[src/rtl/dh_pkg.sv]
// Shared constants and state type for the Diffie-Hellman datapath
// (exponentiation unit and the modular reduction stage).
package dh_pkg;
  localparam int VALUE_W = 64;
  localparam int MOD_W   = 32;
  localparam int CNT_W   = $clog2(VALUE_W + 1);

  typedef enum logic [1:0] {IDLE, RUN, DONE} state_t;
endpackage

[src/rtl/dh_mod_step.sv]
// One restoring compare-subtract step: shifts the next dividend bit into the
// partial remainder and subtracts the modulus when it fits.
module dh_mod_step #(
  parameter int MOD_W = 32
) (
  input  logic [MOD_W-1:0] r,
  input  logic             din,
  input  logic [MOD_W-1:0] m,
  output logic [MOD_W-1:0] r_nxt
);
  logic [MOD_W:0] t;
  logic [MOD_W:0] diff;

  // t is one bit wider than the modulus, so a full-width m never overflows
  always_comb begin
    t    = {r, din};
    diff = t - {1'b0, m};
    if (t >= {1'b0, m}) r_nxt = diff[MOD_W-1:0];
    else                r_nxt = t[MOD_W-1:0];
  end
endmodule

[src/rtl/dh_mod_reduce.sv]
// Sequential value mod modulus, one dividend bit per clock with a fixed
// VALUE_W-cycle run, using a start/done level handshake.
module dh_mod_reduce #(
  parameter int VALUE_W = dh_pkg::VALUE_W,
  parameter int MOD_W   = dh_pkg::MOD_W
) (
  input  logic               clk,
  input  logic               rst,
  input  logic               start,
  input  logic [VALUE_W-1:0] value,
  input  logic [MOD_W-1:0]   modulus,
  output logic [MOD_W-1:0]   result,
  output logic               done,
  output logic               busy,
  output logic               err
);
  import dh_pkg::*;

  localparam int CW = $clog2(VALUE_W + 1);

  state_t             state;
  logic [VALUE_W-1:0] d;
  logic [MOD_W-1:0]   m;
  logic [MOD_W-1:0]   r;
  logic [MOD_W-1:0]   r_nxt;
  logic [CW-1:0]      cnt;

  dh_mod_step #(.MOD_W(MOD_W)) u_step (
    .r     (r),
    .din   (d[VALUE_W-1]),
    .m     (m),
    .r_nxt (r_nxt)
  );

  always_ff @(posedge clk) begin
    if (rst) begin
      state  <= IDLE;
      d      <= '0;
      m      <= '0;
      r      <= '0;
      cnt    <= '0;
      result <= '0;
      done   <= 1'b0;
      busy   <= 1'b0;
      err    <= 1'b0;
    end else begin
      case (state)
        IDLE: begin
          if (start) begin
            if (modulus != '0) begin
              d     <= value;
              m     <= modulus;
              r     <= '0;
              cnt   <= CW'(VALUE_W);
              err   <= 1'b0;
              busy  <= 1'b1;
              state <= RUN;
            end else begin
              // division by zero: report immediately instead of running
              result <= '0;
              err    <= 1'b1;
              done   <= 1'b1;
              state  <= DONE;
            end
          end
        end
        RUN: begin
          r   <= r_nxt;
          d   <= d << 1;
          cnt <= cnt - CW'(1);
          if (cnt == CW'(1)) begin
            result <= r_nxt;
            busy   <= 1'b0;
            done   <= 1'b1;
            state  <= DONE;
          end
        end
        DONE: begin
          // a new request needs start to fall first
          if (!start) begin
            done  <= 1'b0;
            state <= IDLE;
          end
        end
        default: state <= IDLE;
      endcase
    end
  end
endmodule

[config.mk]
export PLATFORM = sky130hd
export DESIGN_NAME = dh_mod_reduce
export DESIGN_NICKNAME = d
export VERILOG_FILES = /design/src/rtl/dh_pkg.sv /design/src/rtl/dh_mod_step.sv /design/src/rtl/dh_mod_reduce.sv
export SDC_FILE = /design/constraint.sdc
export NUM_CORES = 1
export LEC_CHECK = 0
export CORE_MARGIN = 2
export CORE_UTILIZATION = 35
export CTS_BUF_LIST = sky130_fd_sc_hd__clkbuf_4 sky130_fd_sc_hd__clkbuf_8
export DETAILED_ROUTE_END_ITERATION = 7
export HOLD_SLACK_MARGIN = 0.1
export PLACE_DENSITY = 0.6
export REMOVE_ABC_BUFFERS = 1
export SLEW_MARGIN = 20
export SYNTH_ARGS = -nofsm -noshare
export SYNTH_HDL_FRONTEND = slang
export SYNTH_SLANG_ARGS = --single-unit
[constraint.sdc]
create_clock -name clk -period 7.2 [get_ports clk]
set_input_delay 1.44 -clock clk [delete_from_list [all_inputs] [get_ports clk]]
set_output_delay 1.44 -clock clk [all_outputs]
set_load 0.01 [all_outputs]
======== After elaboration in Yosys (flattened, before gate mapping) ========
Index checks and enable logic that the tools add are counted.
storage, ports and cells
  register bits ........................... 172
  input port bits ......................... 99
  output and inout bits ................... 35
  logic and storage cells ................. 60
cells by class
  add/subtract/negate cells ............... 2
  order comparisons ....................... 1
  equal/unequal tests ..................... 8
  muxes and demuxes ....................... 29
  reduce and logical (&&, ||, !) cells .... 11
operators by type and width
  operator               count
  $mux W32               6
  $mux W64               2
  $pmux W32 S2           2
  $pmux W64 S2           1
  $ge A33 B32 Y1         1
  $reduce_bool A32 Y1    1
  $sub A32 B32 Y32       1
  $mux W7                2
  $pmux W7 S2            1
  $ne A2 B2 Y1 const B   5
  $reduce_and A3 Y1      3
  $mux W1                8
  $mux W2                4
  $reduce_and A4 Y1      2
  $eq A7 B1 Y1 const B   1
  $sub A7 B1 Y7 const B  1
  $pmux W2 S3            1
  $reduce_and A5 Y1      1
  $pmux W1 S3            1
  $reduce_bool A3 Y1     1
  $eq A2 B1 Y1 const B   1
  $eq A2 B2 Y1 const B   1
  $logic_not A2 Y1       1
  $pmux W1 S2            1
  2 further kinds        2

======== Longest topological paths before layout ========
Gate-level depths: netlist of the first run.
  word-level depth ........................ 4
  gate-level depth with buffers ........... 16
  depth with buffers taken out ............ 13

======== By module ========
Synthesis of the first run repeated with hierarchy kept, for this count alone.
second synthesis, totals
  cells, all modules ...................... 1140
  area, all modules ....................... 8728.4 µm²
modules (own cells, without submodules)
  module         times used  cells each  area each (µm²)  sequential area each (µm²)
  dh_mod_reduce  1           795         6528.8           3443.3
  dh_mod_step    1           345         2199.6           0.0

======== Least setup slack after synthesis of the first run ========
Ideal clock, no wire load.
  path type ............................... input to register
  from .................................... input port modulus[16]
  to ...................................... register result[27]
  library setup time ...................... 125 ps
  data arrival time ....................... 3096 ps
  required time ........................... 7075 ps
  path slack .............................. 3978 ps
  cell stages on the path ................. 10
  buffers on the path ..................... 2
  cells stage by stage .................... nor4_1 -> nand4_1 -> nor3_1 -> a41oi_1 -> or2_2 -> nor2b_1 -> clkbuf_1 -> clkbuf_1 -> a32oi_1 -> o21ai_0
on the way
  word-level cells in the longest chain between the ends .. 3
ends and longest elaborated chain
  item                         line                 RTL
  start, declared              dh_mod_reduce.sv:11  input logic [MOD_W-1:0] modulus,
  $reduce_bool A32 Y1          dh_mod_reduce.sv:50  if (modulus != '0) begin
  $ne A2 B2 Y1 (no line)       n/a
  $reduce_and A4 Y1 (no line)  n/a
  end signal, assigned         dh_mod_reduce.sv:72  result <= r_nxt;
  end, declared                dh_mod_reduce.sv:12  output logic [MOD_W-1:0] result,
Every way passes these cells.
A chain may end at the register's enable or synchronous reset.

======== Final worst setup path of the first run ========
  from .................................... input port modulus[6]
  to ...................................... register r[31]
on the way
  word-level cells in the longest chain between the ends .. 3
ends and longest elaborated chain
  item                         line                 RTL
  $reduce_bool A32 Y1          dh_mod_reduce.sv:50
  $ne A2 B2 Y1 (no line)       n/a
  $reduce_and A3 Y1 (no line)  n/a
  end signal, assigned         dh_mod_reduce.sv:68  r <= r_nxt;
  end, declared                dh_mod_reduce.sv:24  logic [MOD_W-1:0] r;
Every way passes these cells.

==> run metrics, run 1 <==
hpwl dp=15920 um; Tot Pwr=0.004814 W; worst skew pair latency=490 ps; drt initial violations=462; count leader, synth=nand2_1; VDD IR max=0.3002 mV; die height=160.8 um; Clock Tree Buf Depth=2; minimum clock period=4438 ps; total gr overflow=0; final setup vio count=0; Rows=57; largest net degree at the start of global routing=133; register area share after synthesis=40.00%; worst-margin pin slew=1077 ps; clock skew=15.62 ps; Post-synth EDFFs=0; CP required=7620 ps; mean post-synth cell area=7.707 um2; Placer Congestion=0.8588; H-tree lvl count=4; outcome=finished, final reports clean; Final Max Tran Viols=0; CTS resizes=0; FMAX=0.2253 GHz; Async SR Flop Fraction=0%; CTS hold repair buffers=0; hold crit path type=flop to flop; Netlist cell types=57; cell count after synthesis=1117; die width=160.8 um; first-pass GRT wire length=37230 um; Vias/cell=5.077; layout cell share with drive strength beyond 1=5.198%; DP Area=10120 um2; cell area after layout=10580 um2; Mapped Area=8608 um2; Port Buffers=133; io pins=134; Slew Limit Headroom=27.51%; total track usage=17.77%; share of the clock period used by the worst path=61.64%; Leak Pwr=4.205 nW; Yosys top cell area share=40.00%; Fill cells=2559; setup bufs post-CTS=0; max_cap viols=0; clock buffer count from CTS=17; ys flop type=dfxtp_1; Ys Warns=0; DRC Markers=0; top cells by area, synth=dfxtp_1 40%, nand2_1 11%, a311oi_1 6.4%; Post-DRT Antenna Nets=0; RSZ-0062 raised after global routing=no; Critical Path AT=4860 ps; WL/cell=14.81 um; largest area contributor in the netlist=dfxtp_1; synth cell count leaders=263 x nand2_1, 172 x dfxtp_1, 114 x nor2_1; Fin. Hold Viols=0; fin nets=1334; clock tree sinks=172; Initial Utilization=35.50%; Seq cells post-synth=172; initial antenna violation count=1; Pre-antenna DRT Iters=5; critical path class=primary input to flop; vias in the first global route=7415; Total Wirelength=22760 um; CTS tree=built; endpoint class of the critical path=flop; final hold slack=457.2 ps; via count=7803; die area=25860 um2; clk slew on worst S/H paths=90 ps; Core Region=24250 um2; P per Cell Area=455.1 nW/um2; clock root cell=clkbuf_8; Layout area overhead=22.89%; Startpoint Class=primary input; crit path max fanout=132
==> power breakdown <==
| group | internal, W | total [W] | switching (W) |
|---|---|---|---|
| Clock | 0.000391 | 0.000785 | 0.000395 |
| Sequential | 0.00109 | 0.00118 | 0.0000952 |
| Combinational | 0.00120 | 0.00285 | 0.00164 |
==> metal layers <==
layer | track usage [%] | vias up | part of all wire, %
li1 | - | 4041 | -
met1 | 24.66 | 3548 | 49
met2 | 26.98 | 187 | 43
met3 | 4.881 | 27 | 6.2
met4 | 5.235 | 0 | 1.8
met5 | 0 | - | 0
==> area by class of cell <==
cell class              instances  area, um2  share of cell area [%]
repair buffers                141       1393                   13.16
flip-flops and latches        172       3443                   32.55
clock buffers                  18      241.5                   2.283
inverters                      46      172.7                   1.632
diodes                          1      2.502                 0.02365
multi-input cells             822       4718                   44.60
clock inverters                13      202.7                   1.916
well taps                     324      405.4                   3.832
==> worst max-delay path, stage by stage <==
cell and delay (ps):
clkdlybuf4s50_1 420, nor4_1 920, nand4_1 400, o21ai_0 500
a21oi_4 100, buf_6 310, nor2_1 180, buf_4 310
a22oi_1 140, o21ai_1 100
==> registers in the layout (all words and copies together), names as in the netlist <==
name	flops
state	2
result	32
done	1
busy	1
r	32
m	32
cnt	7
d	64
err	1
==> logic make-up (layout without fill, tap and decap cells) <==
kind of cell	after synthesis	count (layout)	synth area share, %
DFF	172	172	40.00
xor gates and xnor gates	31	31	3.154
other	0	1	0
adders and majority gates	35	35	5.174
buffers and inverters	123	218	5.581
and+or+nand+nor	453	453	22.06
AOI/OAI and AO/OA	287	287	22.02
muxes	16	16	2.006
==> placed cells by master (no fill, tap or decap), types with 23 or more instances in the layout <==
| cell type | netlist | final |
|---|---|---|
| a21o_1 | 23 | 23 |
| inv_1 | 45 | 45 |
| nand2_1 | 263 | 262 |
| nor2_1 | 114 | 113 |
| dfxtp_1 | 172 | 172 |
| o21ai_0 | 59 | 59 |
| a311oi_1 | 63 | 63 |
| clkdlybuf4s50_1 | 0 | 132 |
| ha_1 | 34 | 34 |
| a21oi_1 | 91 | 90 |
==> worst paths after layout <==
kind | endpoint | start | slack [ps] | cells past startpoint
worst max-delay path | r[31] | modulus[6] | 2760 | 10
worst min-delay path | result[28] | result[28] | 460 | 2
worst max register to register | r[9] | m[3] | 3010 | 13
worst min register to register | result[28] | result[28] | 460 | 2
==> through the flow <==
stage,std cells,utilization (%),setup slack (ps),setup TNS (ps)
after floorplan,1040,-,-1547,-33530
after global placement,1505,41.75,2059,0
after detailed placement,1505,41.75,2156,0
after CTS,1536,43.58,2668,0
after global routing,1536,43.62,2583,0
final,1537,43.63,2762,0
No activity file was read; power rests on OpenSTA's default activity.
==> inputs of run 2 (changes only) <==
--- a/config.mk
+++ b/config.mk
@@ -10,7 +10,7 @@
 export CTS_BUF_LIST = sky130_fd_sc_hd__clkbuf_4 sky130_fd_sc_hd__clkbuf_8
 export DETAILED_ROUTE_END_ITERATION = 7
 export HOLD_SLACK_MARGIN = 0.1
-export PLACE_DENSITY = 0.6
+export PLACE_DENSITY = 0.62
 export REMOVE_ABC_BUFFERS = 1
 export SLEW_MARGIN = 20
 export SYNTH_ARGS = -nofsm -noshare
==> constraint.sdc (replaced) <==
create_clock -name clk -period 3.6 [get_ports clk]
set_input_delay 0.72 -clock clk [delete_from_list [all_inputs] [get_ports clk]]
set_output_delay 0.72 -clock clk [all_outputs]
set_load 0.01 [all_outputs]
==> run metrics, run 2 (synthesis gave the netlist of run 1 again) <==
outcome=finished, final reports clean; layer with the highest usage=met2; critical path class=flop to flop; Seq pwr share=24.2% (-0.4 points); total track usage=18.10% (+0.34 points); die width=160.8 um (unchanged); met1 Use GR=24.34% (-0.32 points); Fill cells=2532 (-1.1%); share of the clock period used by the worst path=88.37%; Pre-antenna DRT Iters=5 (unchanged); clk slew on worst S/H paths=100 ps (about the same); die area=25860 um2 (unchanged); most frequent cells in the layout=262 x nand2_1, 172 x dfxtp_1, 132 x clkdlybuf4s50_1; Rows=57 (unchanged); RSZ-0062 raised after global routing=no; CTS tree=built; max FFs per register=64 (unchanged); clock buffer count from CTS=17 (unchanged); Initial Utilization=35.50% (unchanged); Post-DRT Antenna Nets=0 (unchanged); CP required=3960 ps (-3660 ps); Sw Pwr=0.004447 W (+110%); io pins=134 (unchanged); die height=160.8 um (unchanged); Slew Limit Headroom=53.97% (+26 points); VDD IR max=0.6485 mV (+120%); CTS hold repair buffers=0 (unchanged); Most flops, register=d; Logic pwr share=62.1% (+3.0 points); Layout area overhead=24.24%; worst skew pair latency=480 ps (about the same); initial antenna violation count=0 (-1); WL/cell=14.97 um (+1.1%); Core Region=24250 um2 (unchanged); Final Max Tran Viols=0 (unchanged); minimum clock period=3181 ps; hold crit path type=flop to flop; H-tree lvl count=4 (unchanged); clock root cell=clkbuf_8; n_diodes=0 (-1); Total Wirelength=23300 um (+2.4%); endpoint class of the critical path=flop; worst-margin pin slew=686.7 ps (-390.8 ps); Leak Pwr=4.274 nW (+1.7%); Tot Pwr=0.009807 W (+100%); Vias/cell=5.102 (+0.49%); vias in the first global route=7522 (+1.4%); Port Buffers=133 (unchanged); P per Cell Area=917.0 nW/um2 (+100%); FMAX=0.3143 GHz; fin nets=1353 (+1.4%); final hold slack=449.5 ps (-7.632 ps); Placer Congestion=0.8446 (-1.7%); internal power=0.005360 W (+100%); final setup vio count=0 (unchanged); largest net degree at the start of global routing=127 (-4.5%); clock power share=13.7% (-2.6 points); most common cell after layout, fill and taps aside=nand2_1; post-route setup TNS=0 ps (unchanged); drt initial violations=497 (+7.6%); Fin. Hold Viols=0 (unchanged); hpwl dp=16610 um (+4.3%); met3 Resource Use GR=5.217% (+0.34 points); clock tree sinks=172 (unchanged); CTS resizes=0 (unchanged); Clock Tree Buf Depth=2 (unchanged); DRC Markers=0 (unchanged); layout cell share with drive strength beyond 1=6.737% (+1.5 points); Critical Path AT=3540 ps (-1320 ps); first-pass GRT wire length=37870 um (+1.7%); net switching fraction of the power=45.35% (+1.1 points); crit path max fanout=4 (-97%); via count=7938 (+1.7%); setup bufs post-CTS=0 (unchanged); max_cap viols=0 (unchanged); M2 GR Usage=27.92% (+0.94 points); Startpoint Class=flop; post-layout util=44.11% (+0.48 points); total gr overflow=0 (unchanged); clock skew=12.43 ps (-3.184 ps)
## run 2: per-stage QoR
| stage | area (um2) | worst slack (ps) | cells |
|---|---|---|---|
| after floorplan | 8300 | -4427 | 1040 |
| after global placement | 10320 | 149.9 | 1524 |
| after detailed placement | 10320 | 81.67 | 1524 |
| after CTS | 10700 | 412.4 | 1556 |
| after global routing | 10700 | 141.2 | 1556 |
| final | 10700 | 418.8 | 1556 |
## run 2: worst paths after layout
check	from	slack [ps]	to	depth (start not counted)
hold reg to reg	result[30]	450	result[30]	2
setup reg to reg	d[63]	420	result[24]	14
setup / recovery	d[63]	420	result[24]	14
hold / removal	result[30]	450	result[30]	2
## run 2: layout make-up
class | instances | area [um2] | area share [%]
well taps | 324 | 405.4 | 3.790
repair buffers | 160 | 1582 | 14.79
clock inverters | 15 | 145.1 | 1.357
inverters | 46 | 172.7 | 1.614
flip-flops and latches | 172 | 3443 | 32.19
multi-input cells | 822 | 4713 | 44.07
clock buffers | 17 | 234.0 | 2.188
## run 2: layer usage
metal | part of all wire, % | up-vias
li1 | - | 4077
met1 | 48 | 3623
met2 | 43 | 211
met3 | 7.3 | 27
met4 | 1.9 | 0
met5 | 0 | -
## run 2: power groups by stage
stage	combinational (W)	sequential, W	clock [W]
CTS	0.00609	0.00237	0.00137
global route	0.00681	0.00240	0.00145
global placement	0.00603	0.00240	0
finish	0.00609	0.00237	0.00134
floorplan	0.00348	0.00231	0
detailed placement	0.00605	0.00241	0
## run 2: critical path, stage by stage (launching register included)
cell,delay (ps)
dfxtp_1,370
inv_1,90
ha_1,210
fa_1,400
nand2b_1,180
a21o_1,180
a21oi_1,200
o21bai_1,120
a21oi_1,280
buf_4,190
a221o_1,260
a21boi_0,140
xnor2_1,150
mux2i_1,200
o21ai_0,100
